`config.mk`:
```
export PLATFORM = sky130hd
export DESIGN_NAME = control_sequencer
export DESIGN_NICKNAME = d
export VERILOG_FILES = /design/src/rtl/control_sequencer.sv
export SDC_FILE = /design/constraint.sdc
export NUM_CORES = 1
export LEC_CHECK = 0
export ABC_CLOCK_PERIOD_IN_PS = 4650
export CORE_MARGIN = 4
export CORE_UTILIZATION = 38
export DETAILED_ROUTE_END_ITERATION = 10
export PLACE_DENSITY = 0.86
export SYNTH_ARGS = -nofsm -noshare
export SYNTH_HDL_FRONTEND = slang
export SYNTH_SLANG_ARGS = --single-unit
```
`constraint.sdc`:
```
create_clock -name clock -period 4.65 [get_ports clock]
set_input_delay 0.6975 -clock clock [delete_from_list [all_inputs] [get_ports clock]]
set_output_delay 0.6975 -clock clock [all_outputs]
set_load 0.01 [all_outputs]
```
`src/rtl/control_sequencer.sv`:
```
// control_sequencer: Mini SRC fetch/execute T-state sequencer driving register selects and datapath strobes.
// Optional CU_SINGLE_STEP_EN adds a step port and an IDLE state between instructions.
module control_sequencer #(
  parameter int ALU_OP_W = 5
) (
  input  logic                clock,
  input  logic                clear,
  input  logic [31:0]         IR,
  input  logic                mem_done,
`ifdef CU_SINGLE_STEP_EN
  input  logic                step,
`endif
  output logic                Gra,
  output logic                Grb,
  output logic                Grc,
  output logic                Rin,
  output logic                Rout,
  output logic                BAout,
  output logic                PCout,
  output logic                PCin,
  output logic                IncPC,
  output logic                MARin,
  output logic                MDRin,
  output logic                MDRout,
  output logic                IRin,
  output logic                Yin,
  output logic                Zin,
  output logic                Zlowout,
  output logic                Cout,
  output logic                Read,
  output logic                Write,
  output logic [ALU_OP_W-1:0] alu_op,
  output logic                run,
  output logic                bad_op
);
  typedef enum logic [3:0] {
`ifdef CU_SINGLE_STEP_EN
    IDLE,
`endif
    F0, F1, F2, F3, E0, E1, E2, E3, E4, HALT
  } state_t;
  localparam logic [4:0] OP_LD = 5'b00000, OP_LDI = 5'b00001, OP_ST = 5'b00010,
    OP_ADD = 5'b00011, OP_SUB = 5'b00100, OP_AND = 5'b01010, OP_OR = 5'b01011,
    OP_ADDI = 5'b01100, OP_ANDI = 5'b01101, OP_ORI = 5'b01110, OP_JR = 5'b10100,
    OP_NOP = 5'b11010, OP_HALT = 5'b11011;
`ifdef CU_SINGLE_STEP_EN
  localparam state_t START = IDLE;
`else
  localparam state_t START = F0;
`endif
  state_t state_q, state_d;
  logic [4:0] op, i_alu;
  logic is_r, is_i, is_mem;
  logic [26:0] unused_ir;
  assign unused_ir = IR[26:0];
  assign op = IR[31:27];
  assign is_r = op == OP_ADD || op == OP_SUB || op == OP_AND || op == OP_OR;
  assign is_i = op == OP_ADDI || op == OP_ANDI || op == OP_ORI;
  assign is_mem = op == OP_LD || op == OP_LDI || op == OP_ST;
  assign i_alu = op == OP_ANDI ? OP_AND : op == OP_ORI ? OP_OR : OP_ADD;
  always_comb begin
    state_d = state_q;
    {Gra, Grb, Grc, Rin, Rout, BAout, PCout, PCin, IncPC, MARin, MDRin, MDRout,
     IRin, Yin, Zin, Zlowout, Cout, Read, Write, bad_op} = '0;
    alu_op = '0;
    run = state_q != HALT;
    case (state_q)
`ifdef CU_SINGLE_STEP_EN
      IDLE: state_d = step ? F0 : IDLE;
`endif
      F0: begin
        {PCout, MARin, IncPC, Zin} = '1;
        alu_op = ALU_OP_W'(OP_ADD);
        state_d = F1;
      end
      F1: begin
        {Zlowout, PCin} = '1;
        state_d = F2;
      end
      F2: begin
        {Read, MDRin} = '1;
        state_d = mem_done ? F3 : F2;
      end
      F3: begin
        {MDRout, IRin} = '1;
        state_d = E0;
      end
      E0: begin
        // Only the multi-step classes continue to E1; everything else retires here.
        state_d = START;
        if (is_r || is_i) {Grb, Rout, Yin} = '1;
        else if (is_mem) {Grb, BAout, Yin} = '1;
        else if (op == OP_JR) {Gra, Rout, PCin} = '1;
        else if (op == OP_HALT) state_d = HALT;
        else if (op != OP_NOP) bad_op = 1'b1;
        if (is_r || is_i || is_mem) state_d = E1;
      end
      E1: begin
        Zin = 1'b1;
        if (is_r) {Grc, Rout} = '1;
        else Cout = 1'b1;
        alu_op = ALU_OP_W'(is_r ? op : is_i ? i_alu : OP_ADD);
        state_d = E2;
      end
      E2: begin
        Zlowout = 1'b1;
        if (op == OP_LD || op == OP_ST) begin
          MARin = 1'b1;
          state_d = E3;
        end else begin
          {Gra, Rin} = '1;
          state_d = START;
        end
      end
      E3: begin
        if (op == OP_ST) {Gra, Rout, MDRin} = '1;
        else {Read, MDRin} = '1;
        state_d = (op == OP_ST || mem_done) ? E4 : E3;
      end
      E4: begin
        if (op == OP_ST) Write = 1'b1;
        else {MDRout, Gra, Rin} = '1;
        state_d = (op != OP_ST || mem_done) ? START : E4;
      end
      default: ;
    endcase
    if (clear) begin
      state_d = START;
      {Gra, Grb, Grc, Rin, Rout, BAout, PCout, PCin, IncPC, MARin, MDRin, MDRout,
       IRin, Yin, Zin, Zlowout, Cout, Read, Write, bad_op, run} = '0;
      alu_op = '0;
    end
  end
  always_ff @(posedge clock) state_q <= state_d;
endmodule
```
==> summary.txt, run 1 <==
Status: finished clean
Critical setup path kind: input pin to output port
Max Fclk: 0.266 GHz
1st-iter DRT viols: 60
Port buffer count: 32
Internal power: 0.117 mW
Synth Warn #: 0
Area of the die: 0.00314 mm^2
DP HPWL: 1.92 mm
Reg power frac: 0.260
Final design utilization: 0.528
Ant diodes: 0
Placed cells: 177
Post-DP Area: 0.00115 mm^2
Mapped cell area: 878 um^2
Worst Skew: 0.00110 ns
Required time of the critical path: 3.95 ns
Minimum clock period: 3.76 ns
Post-Synthesis Cells: 134
Clk pin slew, worst setup/hold paths: 0.04 ns
Tot Pwr: 0.199 mW
GPL Wtd Cong: 0.879
Post-route cell area: 0.00117 mm^2
Register area share after synthesis: 0.0912
Crit path max fanout: 13
Commonest non-fill, non-tap cells in the layout: 32 x clkdlybuf4s50_1, 15 x nor2_1, 8 x a21oi_1
Final Setup Violations: 0
Commonest non-fill, non-tap cell in the layout: clkdlybuf4s50_1
Final hold viol count: 0
Initial antenna violation count: 0
Vias: 1095
Crit path top cell by count: clkdlybuf4s50_1
Post-Place Setup Slack: 0.982 ns
Global route overflow: 0
Final Worst Setup Slack: 0.895 ns
WHS: 0.843 ns
Setup TNS: 0 ns
Wirelength, routed: 2.67 mm
Hold Buf Count CTS: 0
CP Launch Type: input pin
Sw Pwr: 0.0822 mW
Max clock buf depth: 2
Die X: 56.1 um
Measured slew at the worst slew-check pin: 0.755 ns
Drt wl/cell: 14.8 um
Power Dens Cells: 170 mW/mm^2
Sw frac: 0.414
Cts repair resizes: 0
Combinational power share: 0.515
Async SR Flop Fraction: 0
Final net count: 189
Critical path buffers and inverters: 2
Total GRT Usage: 0.170
Largest net degree at the start of global routing: 23
Hold Crit Class: flip-flop to flip-flop
Clock sink total: 4
Crit-path leading delay family: buffers and inverters
First-pass GRT wire length: 4.49 mm
I/O pins: 61
Critical path's slowest cell: clkdlybuf4s50_1
Layout cells sized above 1: 0.0789
Max FFs per register: 4
RSZ-0062 raised after global routing: false
Core area: 0.00221 mm^2
Syn Area/Cell: 6.55 um^2
Initial Util: 0.397
Row count: 17
Fin crit share: 0.808
Maxcap violations: 0
Synth unique cells: 48
Most used DFF post-synth: dfxtp_1
Max-slew headroom: 0.495
CP Cell Sequence: clkdlybuf4s50_1, nor2b_1, and3_1, o21ai_0, a211oi_1, clkdlybuf4s50_1
Post-route ant nets: 0
Finished Layout Cells: 180
Clk pwr share: 0.225
Post-CTS setup buffer count: 0
DRC: 0
Peak VDD IR: 0.144 mV
Number of global-route vias before repair: 998
Max stage delay on crit path: 0.71 ns
Yosys reg bits: 4
Clock tree from TritonCTS: yes
Die Span Y: 56.1 um
Leak Pwr: 0.406 nW
Number of synthesized flops with an enable pin: 0
Vias per inst: 6.08
Top reg by flops: state_q
Reg2Reg Setup Slack: 2.82 ns
Clock insertion delay at the later pin of the skew report: 0.24 ns
Kind of end point of the critical path: output port
Arrival time at the worst endpoint: 3.06 ns
Slew Limit Fails: 0
Total CTS buffers: 3
DR pass1 iterations: 4
Regs by FF count: state_q x4
CTS HTree Levels: 1
Syn Nets: 169
Root buf cell: clkbuf_4
Area delta synth->final: 33.0%
-- layer usage --
layer / wire length (um) / GRT usage
met5: 0 / 0
met4: 0 / 0.0407
met3: 224 / 0.0441
met2: 1300 / 0.284
met1: 1150 / 0.215
-- worst paths after layout --
check,from,to,depth (start not counted)
setup / recovery,IR[29],Gra,6
hold reg to reg,state_q[3],state_q[3],2
hold / removal,state_q[3],state_q[3],2
setup reg to reg,state_q[2],state_q[2],4
-- synth_stat cells, drive strengths merged (2+ instances only) --
cell / n / share of area
nor3b: 2 / 0.017
a31oi: 3 / 0.021
nor4b: 2 / 0.020
o21ai: 7 / 0.040
o21bai: 2 / 0.017
nand3: 5 / 0.028
and3b: 2 / 0.020
and3: 3 / 0.021
nand2: 5 / 0.021
and2: 4 / 0.028
a211oi: 3 / 0.026
a22oi: 2 / 0.017
o22ai: 2 / 0.014
dfxtp: 4 / 0.091
nand4: 2 / 0.014
buf: 10 / 0.070
nor3: 6 / 0.034
inv: 5 / 0.021
a41oi: 2 / 0.028
or3: 2 / 0.020
or2: 2 / 0.014
clkbuf: 7 / 0.030
nor2: 15 / 0.064
nor2b: 4 / 0.028
nand2b: 4 / 0.037
mux2: 2 / 0.026
nor4: 5 / 0.036
a21oi: 8 / 0.046
-- area by class of cell --
cell class	count	area [um^2]
Inverter	5	18.8
Tap cell	28	35.0
Fill cell	225	1040
Clock buffer	3	22.5
Sequential cell	4	80.1
Timing Repair Buffer	32	320
Multi-Input combinational cell	108	692
-- power by group through the flow --
stage / combinational (mW) / sequential, mW / clock [mW]
finish: 0.102 / 0.0518 / 0.0446
detailed placement: 0.101 / 0.0517 / 0
CTS: 0.102 / 0.0511 / 0.0457
global placement: 0.0991 / 0.0516 / 0
global route: 0.112 / 0.0525 / 0.0496
floorplan: 0.0775 / 0.0395 / 0
-- worst register-to-register path, cell delays in order, from the launching register on --
cell and delay (ns):
dfxtp_1 0.68, nand2b_4 0.13, or3_4 0.36, a2111o_1 0.45, a31oi_1 0.14
-- cells by family after synthesis --
| logic type | Yosys count | share of synthesized area |
|---|---|---|
| buffers and inverters | 22 | 0.121 |
| muxes | 3 | 0.0370 |
| other | 1 | 0.00427 |
| AOI/OAI and AO/OA | 37 | 0.301 |
| xor gates and xnor gates | 1 | 0.00997 |
| and+or+nand+nor | 66 | 0.436 |
| DFF | 4 | 0.0912 |
(Power assumes the default switching activity.)
==> inputs of run 2 (changes only) <==
ABC_CLOCK_PERIOD_IN_PS = 3400   (was 4650)
CORE_UTILIZATION = 32   (was 38)
PLACE_DENSITY = 0.77   (was 0.86)
clock period = 3.4 ns   (was 4.65 ns; I/O delays follow)
==> run 2 against run 1 <==
Global-route usage decreased by 1.9 points. Sequential power increased by 37%. Hold slack improved by 0.020 ns. Die area increased by 16%. Combinational power increased by 43%. Routed wire length increased by 2.2%. Critical path type unchanged. Sequential cell count unchanged. Power increased by 38%. Core utilization decreased by 4.7 points. Clock skew about the same. Via count increased by 1.6%.
==> summary.txt, run 2 (synthesis gave the netlist of run 1 again) <==
Post-route ant nets: 0
Setup TNS: 0 ns
Ant diodes: 0
Internal power: 0.164 mW
Crit path max fanout: 11
Measured slew at the worst slew-check pin: 0.666 ns
Die Span Y: 60.4 um
Fin crit share: 0.926
Drt wl/cell: 14.4 um
Initial Util: 0.345
Reg2reg start: state_q[2]
CTS HTree Levels: 1
DR pass1 iterations: 4
Final hold viol count: 0
Die X: 60.4 um
Minimum clock period: 3.15 ns
Commonest non-fill, non-tap cells in the layout: 32 x clkdlybuf4s50_1, 15 x nor2_1, 8 x a21oi_1
HP Start: state_q[1]
Clk pwr share: 0.208
Final net count: 196
CP Launch Type: input pin
Reg power frac: 0.260
Vias: 1112
Root buf cell: clkbuf_4
Core area: 0.00254 mm^2
Power Dens Cells: 224 mW/mm^2
Regs by FF count: state_q x4
Clock insertion delay at the later pin of the skew report: 0.23 ns
Area delta synth->final: 39.3%
Maxcap violations: 0
Vias per inst: 5.88
Status: finished clean
Slew Limit Fails: 0
Arrival time at the worst endpoint: 2.64 ns
Post-CTS setup buffer count: 0
Max-slew headroom: 0.556
WHS: 0.863 ns
DP HPWL: 2.04 mm
Hold Buf Count CTS: 0
I/O pins: 61
Sw Pwr: 0.110 mW
Hold path depth: 2
Largest net degree at the start of global routing: 20
Kind of end point of the critical path: output port
Global route overflow: 0
Wirelength, routed: 2.73 mm
Max FFs per register: 4
Required time of the critical path: 2.89 ns
Peak VDD IR: 0.159 mV
First-pass GRT wire length: 4.37 mm
Clock tree from TritonCTS: yes
Port buffer count: 32
Clk pin slew, worst setup/hold paths: 0.04 ns
Initial antenna violation count: 0
Layout cells sized above 1: 0.119
RSZ-0062 raised after global routing: false
Total CTS buffers: 3
DRC: 0
Final Setup Violations: 0
Area of the die: 0.00365 mm^2
Clock sink total: 4
Commonest non-fill, non-tap cell in the layout: clkdlybuf4s50_1
Row count: 18
GPL Wtd Cong: 0.909
Max Fclk: 0.318 GHz
Cts repair resizes: 0
Critical path launch point: IR[28]
Sw frac: 0.402
Leak Pwr: 0.441 nW
Max clock buf depth: 2
Top reg by flops: state_q
Worst Skew: 0.00126 ns
Number of global-route vias before repair: 1021
Critical setup path kind: input pin to output port
R2R depth: 4
Combinational power share: 0.533
Hold Crit Class: flip-flop to flip-flop
1st-iter DRT viols: 46
Total GRT Usage: 0.151
[run 2: cell types whose count changed in the layout (fill, tap and decap cells not counted)]
| cell | delta |
|---|---|
| buf_4 | +7 |
[run 2: final cells by class]
cell class	count	area, um^2
Inverter	5	18.8
Clock buffer	3	22.5
Tap cell	30	37.5
Fill cell	261	1320
Sequential cell	4	80.1
Timing Repair Buffer	39	373
Multi-Input combinational cell	108	692
[run 2: layer usage]
metal	global-route usage	vias up	routed length [um]
met4	0.0253	0	0
met5	0	-	0
met3	0.0149	0	172
li1	-	547	-
met2	0.255	45	1330
met1	0.210	520	1230
[run 2: worst max-delay path, cell delays in order]
cell             delay, ns
clkdlybuf4s50_1       0.67
inv_1                 0.11
nand4_1               0.10
nand3_1               0.08
a2111oi_0             0.53
clkdlybuf4s50_1       0.63
[run 2: final timing paths]
| kind | to | slack, ns |
|---|---|---|
| max | alu_op[1] | 0.25 |
| min | state_q[1] | 0.86 |
| max reg2reg | state_q[2] | 1.54 |
| min reg2reg | state_q[1] | 0.86 |
[run 2: power groups by stage]
stage	registers, mW	logic [mW]	clock network, mW
after floorplan	0.0540	0.106	0
after global placement	0.0704	0.141	0
after detailed placement	0.0708	0.144	0
after CTS	0.0705	0.145	0.0579
after global routing	0.0725	0.159	0.0627
final	0.0711	0.146	0.0568
[run 2: stage by stage]
stage	setup slack, ns	utilization	area (um^2)	power [mW]	cells
6_report	0.251	0.481	1220	0.274	189
5_1_grt	0.110	0.481	1220	0.294	189
4_1_cts	0.260	0.481	1220	0.273	189
3_5_place_dp	0.257	0.472	1200	0.215	186
3_3_place_gp	0.277	0.472	1200	0.212	186
2_1_floorplan	1.21	-	878	0.160	134
